===== config.mk =====
export PLATFORM = sky130hd
export DESIGN_NAME = lcd_frame_scanner
export DESIGN_NICKNAME = d
export VERILOG_FILES = /design/src/rtl/lcd_pkg.sv /design/src/rtl/lcd_frame_scanner.sv
export SDC_FILE = /design/constraint.sdc
export NUM_CORES = 1
export LEC_CHECK = 0
export ABC_AREA = 1
export BUFFER_PORTS_ARGS = -buffer_cell sky130_fd_sc_hd__buf_2
export CAP_MARGIN = 10
export CORE_AREA = 8 8 57 94
export CTS_BUF_LIST = sky130_fd_sc_hd__clkbuf_4 sky130_fd_sc_hd__clkbuf_8
export CTS_CLUSTER_SIZE = 8
export DETAILED_ROUTE_END_ITERATION = 6
export DIE_AREA = 0 0 65 102
export PLACE_DENSITY = 0.83
export SKIP_LAST_GASP = 1
export SYNTH_ARGS = -nofsm -noshare
export SYNTH_HDL_FRONTEND = slang
export SYNTH_SLANG_ARGS = --single-unit

===== constraint.sdc =====
create_clock -name clock -period 1.6 [get_ports clock]
set_input_delay 0.48 -clock clock [delete_from_list [all_inputs] [get_ports clock]]
set_output_delay 0.48 -clock clock [all_outputs]
set_load 0.01 [all_outputs]

===== src/rtl/lcd_pkg.sv =====
// Shared constants, scanner state encoding and the pixel-to-VRAM address map
// for the LCD frame scanner.
package lcd_pkg;

  localparam int LCD_COLS = 32;
  localparam int LCD_ROWS = 16;
  localparam logic [7:0] LCD_ICON_BASE = 8'h80;

  localparam int X_W = $clog2(LCD_COLS);
  localparam int Y_W = $clog2(LCD_ROWS);
  localparam logic [X_W-1:0] X_LAST = X_W'(LCD_COLS - 1);
  localparam logic [Y_W-1:0] Y_LAST = Y_W'(LCD_ROWS - 1);

  typedef enum logic [2:0] {
    IDLE    = 3'd0,
    READ    = 3'd1,
    CAPTURE = 3'd2,
    OFFER   = 3'd3,
    ICON0   = 3'd4,
    ICON1   = 3'd5,
    ICON2   = 3'd6
  } scan_state_e;

  // Each nibble stacks four rows, so a row band of 4 pixels shares one address.
  function automatic logic [7:0] pixel_address(input logic [X_W-1:0] x,
                                               input logic [Y_W-1:0] y);
    logic [7:0] band;
    band = 8'(y >> 2);
    return 8'(band * 8'(LCD_COLS)) + 8'(x);
  endfunction

endpackage


===== src/rtl/lcd_frame_scanner.sv =====
// Walks the LCD video RAM in raster order, offering one pixel per handshake,
// then fetches the two icon nibbles and publishes them with a frame-done pulse.
module lcd_frame_scanner
  import lcd_pkg::*;
(
  input  logic             clock,
  input  logic             reset,
  input  logic             start,
  output logic             busy,
  output logic [7:0]       vram_address,
  input  logic [3:0]       vram_q,
  output logic             pixel_valid,
  input  logic             pixel_ready,
  output logic             pixel,
  output logic [X_W-1:0]   pixel_x,
  output logic [Y_W-1:0]   pixel_y,
  output logic             pixel_last,
  output logic [7:0]       icons,
  output logic             frame_done
);

  scan_state_e state_q, state_d;
  logic [X_W-1:0] x_q, x_d, x_next_s;
  logic [Y_W-1:0] y_q, y_d, y_next_s;
  logic           busy_q, busy_d;
  logic [7:0]     addr_q, addr_d;
  logic           valid_q, valid_d;
  logic           pix_q, pix_d;
  logic [X_W-1:0] px_q, px_d;
  logic [Y_W-1:0] py_q, py_d;
  logic           last_q, last_d;
  logic [3:0]     icon_lo_q, icon_lo_d;
  logic [7:0]     icons_q, icons_d;
  logic           done_q, done_d;

  // State and output registers; reset abandons any frame in flight.
  always_ff @(posedge clock) begin
    if (reset) begin
      state_q   <= IDLE;
      x_q       <= '0;
      y_q       <= '0;
      busy_q    <= 1'b0;
      addr_q    <= 8'h00;
      valid_q   <= 1'b0;
      pix_q     <= 1'b0;
      px_q      <= '0;
      py_q      <= '0;
      last_q    <= 1'b0;
      icon_lo_q <= 4'h0;
      icons_q   <= 8'h00;
      done_q    <= 1'b0;
    end else begin
      state_q   <= state_d;
      x_q       <= x_d;
      y_q       <= y_d;
      busy_q    <= busy_d;
      addr_q    <= addr_d;
      valid_q   <= valid_d;
      pix_q     <= pix_d;
      px_q      <= px_d;
      py_q      <= py_d;
      last_q    <= last_d;
      icon_lo_q <= icon_lo_d;
      icons_q   <= icons_d;
      done_q    <= done_d;
    end
  end

  // Next-state logic; addresses are registered one state ahead so the RAM
  // read latency lines up with CAPTURE / ICON1 / ICON2.
  always_comb begin
    state_d   = state_q;
    x_d       = x_q;
    y_d       = y_q;
    busy_d    = busy_q;
    addr_d    = addr_q;
    valid_d   = valid_q;
    pix_d     = pix_q;
    px_d      = px_q;
    py_d      = py_q;
    last_d    = last_q;
    icon_lo_d = icon_lo_q;
    icons_d   = icons_q;
    done_d    = 1'b0;

    if (x_q == X_LAST) begin
      x_next_s = '0;
      y_next_s = y_q + Y_W'(1);
    end else begin
      x_next_s = x_q + X_W'(1);
      y_next_s = y_q;
    end

    // busy stays up through the frame_done cycle, which also masks start there.
    if (done_q) begin
      busy_d = 1'b0;
    end else begin
      busy_d = busy_q;
    end

    case (state_q)
      IDLE: begin
        if (start && !busy_q) begin
          state_d = READ;
          x_d     = '0;
          y_d     = '0;
          busy_d  = 1'b1;
          addr_d  = pixel_address('0, '0);
        end else begin
          state_d = IDLE;
        end
      end
      READ: begin
        state_d = CAPTURE;
      end
      CAPTURE: begin
        pix_d   = vram_q[y_q[1:0]];
        px_d    = x_q;
        py_d    = y_q;
        last_d  = (x_q == X_LAST) && (y_q == Y_LAST);
        valid_d = 1'b1;
        state_d = OFFER;
      end
      OFFER: begin
        if (pixel_ready) begin
          valid_d = 1'b0;
          x_d     = x_next_s;
          y_d     = y_next_s;
          if (last_q) begin
            state_d = ICON0;
            addr_d  = LCD_ICON_BASE;
          end else begin
            state_d = READ;
            addr_d  = pixel_address(x_next_s, y_next_s);
          end
        end else begin
          state_d = OFFER;
        end
      end
      ICON0: begin
        addr_d  = LCD_ICON_BASE + 8'd1;
        state_d = ICON1;
      end
      ICON1: begin
        icon_lo_d = vram_q;
        state_d   = ICON2;
      end
      ICON2: begin
        icons_d = {vram_q, icon_lo_q};
        done_d  = 1'b1;
        state_d = IDLE;
      end
      default: begin
        state_d = IDLE;
      end
    endcase
  end

  assign busy         = busy_q;
  assign vram_address = addr_q;
  assign pixel_valid  = valid_q;
  assign pixel        = pix_q;
  assign pixel_x      = px_q;
  assign pixel_y      = py_q;
  assign pixel_last   = last_q;
  assign icons        = icons_q;
  assign frame_done   = done_q;

endmodule


# After elaboration in Yosys (flattened, before gate mapping)
# Cells that the tools add are included.
[classes]
n_addsub = 3
n_mul = 0
n_div = 0
magnitude_cmp = 1
n_eq_ne = 11
shift = 0
mux = 24
n_bitwise = 0
n_reduce_logical = 11
[op_table]
columns = ["op", "n"]
rows = [
  ["$mux W8", 3],
  ["$pmux W8 S3", 1],
  ["$pmux W3 S6", 1],
  ["$mux W5", 3],
  ["$mux W4", 3],
  ["$pmux W5 S2", 1],
  ["$eq A3 B3 Y1 const B", 3],
  ["$add A7 B5 Y8", 1],
  ["$pmux W4 S2", 1],
  ["$mux W1", 7],
  ["$eq A3 B2 Y1 const B", 2],
  ["$mux W3", 2],
  ["$ne A2 B2 Y1 const B", 3],
  ["$reduce_and A3 Y1", 2],
  ["$add A5 B1 Y5 const B", 1],
  ["$eq A5 B5 Y1 const B", 1],
  ["$add A4 B1 Y4 const B", 1],
  ["$eq A4 B4 Y1 const B", 1],
  ["$reduce_and A4 Y1", 1],
  ["$reduce_bool A2 Y1", 2],
  ["$eq A3 B1 Y1 const B", 1],
  ["$logic_not A3 Y1", 1],
  ["$lt A2 B3 Y1 const B", 1],
  ["$reduce_bool A3 Y1", 1],
  ["other kinds (5)", 6],
]
[totals]
reg_bits = 46
latchBits = 0
mem_bits_rw = 0
romBits = 0
out_inout_bits = 30
word_cells = 64
n_memories = 0

# Longest topological paths before layout
[logic_depth]
ltp_word = 6
depth_mapped = 10
depth_no_buf = 10

# Worst setup path after synthesis
# No wires, ideal clock.
[synth_timing]
kind = "register to register"
startpoint = "register x_q[0]"
endpoint = "register y_q[1]"
arrival_time_ns = 1.393
required_ns = 1.486
setup_slack_ns = 0.094
path_stages_with_launch = 10
path_cell_list = "dfxtp_1 ha_1 nand2_1 nor2_1 ha_1 inv_1 o21ai_0 nand2_1 a21oi_1 nor2_1"
[synth_via]
elab_chain_len = 3
[synth_lines]
columns = ["element", "line_no", "rtl"]
rows = [
  ["from (decl)", "lcd_frame_scanner.sv:23", "logic [X_W-1:0] x_q, x_d, x_next_s;"],
  ["from (signal assigned)", "lcd_frame_scanner.sv:40", "x_q <= '0;"],
  ["from (signal assigned)", "lcd_frame_scanner.sv:54", "x_q <= x_d;"],
  ["$eq A5 B5 Y1", "lcd_frame_scanner.sv:86", "if (x_q == X_LAST) begin"],
  ["$ne A2 B2 Y1 (no source line)", "n/a", ""],
  ["$reduce_and A4 Y1 (no source line)", "n/a", ""],
  ["to (signal assigned)", "lcd_frame_scanner.sv:55", "y_q <= y_d;"],
  ["to (decl)", "lcd_frame_scanner.sv:24", "logic [Y_W-1:0] y_q, y_d, y_next_s;"],
]
# No other way between the ends.
# A chain may end at the register's enable or synchronous reset.

# Worst setup path in the final report
[layout_timing]
startpoint = "register x_q[0]"
endpoint = "register addr_q[2] (netlist: vram_address[2])"
[layout_via]
elab_chain_len = 6
elab_cells_between_ends = 7
classes_between = "add/sub (2); eq/ne (1); mux (4)"
[layout_lines]
columns = ["element", "line_no", "rtl"]
rows = [
  ["$add A5 B1 Y5 or $eq A5 B5 Y1 (tied branches)", "lcd_frame_scanner.sv:90, lcd_frame_scanner.sv:86", ""],
  ["$mux W5 (*)", "lcd_frame_scanner.sv:86", ""],
  ["$add A7 B5 Y8 (*)", "lcd_pkg.sv:29", "return 8'(band * 8'(LCD_COLS)) + 8'(x);"],
  ["$mux W8 (*)", "lcd_frame_scanner.sv:129", "if (last_q) begin"],
  ["$mux W8 (*)", "lcd_frame_scanner.sv:125", "if (pixel_ready) begin"],
  ["$pmux W8 S3 (*)", "lcd_frame_scanner.sv:101", "case (state_q)"],
  ["to (signal assigned)", "lcd_frame_scanner.sv:57", "addr_q <= addr_d;"],
  ["to (decl)", "lcd_frame_scanner.sv:26", "logic [7:0] addr_q, addr_d;"],
]
# Every way passes the cells marked *; elsewhere a longest branch is shown, timed or not. The select of a mux whose other input is x is not followed.

==> flow_summary.yaml <==
run_status:
  outcome: "finished clean"
critical_path:
  critical_path.startpoint: "x_q[0]"
  critPathMaxFanout: 4
  crit-reg2reg-capture: "vram_address[2]"
  crit_path_end_kind: "flop"
  element_type_at_the_critical_path_start: "flop"
  regToRegStartpoint: "x_q[0]"
  critical_path.endpoint: "vram_address[2]"
  cp_data_arrival_time_ns: 1.73
  worst_r2r_path_depth: 9
  timing_worst_setup_path_type: "reg2reg"
  crit_required_ns: 1.84
  reg2reg_setup_slack_ns: 0.11
grt:
  grt.total_usage_pct: 15.7
  initial_antenna_violation_count: 0
  overflow: 0
  wire_length_of_the_first_global_routing_pass_microns: 8230
  first_global_vias: 1905
  grt_start_max_net_pins: 27
pwr:
  power_mw: 2.61
  combPwrFrac_pct: 22.6
  power.static_leakage_nw: 1.06
  internal_power_mw: 1.79
  net-switching-power_uw: 823
  clock_power_share_pct: 28.6
  power.share.sequential_pct: 48.7
  p_sw_share_pct: 31.5
  worst_ir_drop_vdd_mv: 0.874
  power_density_nw_per_um2: 1090
sta:
  drv_slew: 0
  setup_tns_ns: 0
  final_hold_viol_count: 0
  transition_at_the_pin_with_the_smallest_max_transition_slack_ns: 0.474
  worst_hold_slack_ns: 0.433
  slew_hr_pct: 68.4
  setup_viol: 0
  period_needed_ns: 1.49
  final.setup_skew_ns: 0.00302
  max_freq_mhz: 672
  timing.final.crit_share_pct: 92.9
clock_network:
  cts_root_buf: "clkbuf_8"
  clk_path_buf_depth: 2
  cts_htree_levels: 2
  cts.repair_timing.setup_buffer_count: 0
  cts_hold_buffers: 0
  tritoncts.num_buffers: 5
  cts.sinks: 46
  insertion_delay_ns: 0.30
  clock_tree_from_tritoncts: "built"
  clk_pin_slew_worst_paths_ns: 0.08
floorplan:
  design.die.area_sq_um: 6630
  placement_row_count: 31
  boundaryPins: 38
  die-width_microns: 65
  start_util_pct: 48.8
  die_y_microns: 102
  area_of_the_core_sq_um: 4070
yosys:
  yosys.cell_count.top_type: "nand2_1"
  syn-mean-instance-area_sq_um: 7.53
  syn_inst: 264
  synth_adder_area_share_pct: 2.52
  mappedNetlistArea_sq_um: 1990
  synth.net_count: 276
  synth_seq_area_share_pct: 46.3
  synth-compound-area-share_pct: 14.4
  area_leader_netlist: "dfxtp_1"
  asyncSetResetFlopFracSynth_pct: 0
  area_share_of_xor_xnor_cells_in_the_synthesized_design_pct: 0.441
  ys_dominant_reg_cell: "dfxtp_1"
  ys_ff_latch: 46
  synthDominantCellAreaShare_pct: 46.3
  yosys.area_share.simple_pct: 29.1
  multiplexer_area_fraction_after_synthesis_pct: 0
  ys_types: 29
  netlist_top_cells_count: "nand2_1 (57), dfxtp_1 (46), nor2_1 (41), a21oi_1 (33), o21ai_0 (20)"
  post_synth_main_area_contributors: "dfxtp_1 (46%), nand2_1 (11%), a21oi_1 (8.3%), nor2_1 (7.7%), o21ai_0 (5.0%)"
  synth_edf_count: 0
  ys_warn_count: 0
  synth_top_family_by_area: "simple AND/OR/NAND/NOR gates"
route:
  postRouteWirelength_microns: 4960
  vias: 1909
  postRouteAntennaNets: 0
  wire_per_inst_microns: 13.7
  drt_pre_antenna_iters: 4
  initialDrtViolationCount: 46
  drt_drc_violations_left: 0
  routed_via_density: 5.29
worst_hold_path:
  min-delay-path-class: "in2reg"
  worstHoldPathCells: 3
cells_and_area:
  nNetsFinal: 323
  diodes: 0
  area.growth.synth_to_final_pct: 21.1
  drive_above_1_share_pct: 26.9
  number_of_fillers_in_the_final_layout: 389
  final_cell_count_no_fill: 361
placed_design:
  place.detailed.hpwl_microns: 3750
  place.port_buffers: 37
  gp_congestion: 0.918
  placed_cells: 353
run:
  cap_violations: 0
==> worst min path at each step <==
stage	startpoint	endpoint
after CTS	vram_q[2]	icons[6]
after global routing	vram_q[2]	icons[6]
after global placement	pixel_x[1]	pixel_x[1]
final	vram_q[2]	icons[6]
after detailed placement	vram_address[3]	vram_address[3]
after floorplan	icon_lo_q[0]	icon_lo_q[0]
==> metrics by stage <==
step                      setup WS [ns]  area (sq um)  util (%)
after floorplan                  0.0936          1990         -
after global placement           0.0811          2270      55.7
after detailed placement        -0.0150          2270      55.7
after CTS                        0.0317          2360      58.0
after global routing           -0.00120          2410      59.1
final                             0.113          2410      59.1
==> layout by cell type, fill, tap and decap left out, drive strengths merged <==
| cell | instances |
|---|---|
| clkbuf | 7 |
| o21bai | 1 |
| inv | 21 |
| buf | 49 |
| nor3b | 1 |
| and3 | 1 |
| xor2 | 1 |
| a21oi | 33 |
| nand3 | 13 |
| o22ai | 1 |
| nand4 | 2 |
| nor2 | 46 |
| o211ai | 1 |
| o21ai | 20 |
| nand2 | 59 |
| or2 | 1 |
| nor3 | 3 |
| dfxtp | 46 |
| clkinv | 2 |
| ha | 4 |
==> critical path: stages, from the launching register on <==
cell and delay, ns:
dfxtp_2 0.33, ha_2 0.18, nand2_2 0.09, nor2_4 0.05, ha_2 0.17, inv_1 0.09, nand2_2 0.10, nor3b_2 0.22
nand2_1 0.07, a21oi_1 0.11
==> per-layer routing <==
layer	global-route usage, %	wire, microns	part of all wire, %	vias up
met5	0	0	0	-
met4	9.63	216	4.4	0
met3	3.84	232	4.7	21
met2	30.1	2680	54	62
met1	14.0	1840	37	883
li1	-	-	-	943
==> registers in the layout (all words and copies together), names as in the netlist, 3 cells and up <==
signal and count:
state_q 3, icon_lo_q 4, pixel_x 5, y_q 4, icons 8, vram_address 8, x_q 5, pixel_y 4
==> logic make-up after synthesis <==
kind of cell,Yosys count
AO/OA/AOI/OAI,56
adder cells (fa/ha/maj),4
buffers and inverters,31
XOR/XNOR,1
flip-flops,46
AND/OR/NAND/NOR,126
==> power groups by stage <==
stage	sequential, mW	combinational [mW]	clock [mW]
2_1_floorplan	1.30	0.392	0
3_3_place_gp	1.30	0.554	0
3_5_place_dp	1.30	0.571	0
4_1_cts	1.27	0.575	0.762
5_1_grt	1.28	0.662	0.798
6_report	1.27	0.592	0.748
==> layout make-up <==
class,count,area (sq um),area share (%)
Clock buffer,7,90.1,3.74
Inverter,22,85.1,3.53
Tap cell,49,61.3,2.55
Sequential cell,46,923,38.4
Clock inverter,1,5.00,0.208
Multi-Input combinational cell,187,967,40.2
Timing Repair Buffer,49,275,11.4
==> repair_timing <==
| item | CTS | global route |
|---|---|---|
| pin swaps | 0 | 4 |
| gates resized for setup | 1 | 14 |
| setup endpoints to repair | 1 | 7 |
| endpoints found under the hold margin | 0 | 0 |
No activity file was read; power rests on OpenSTA's default activity.
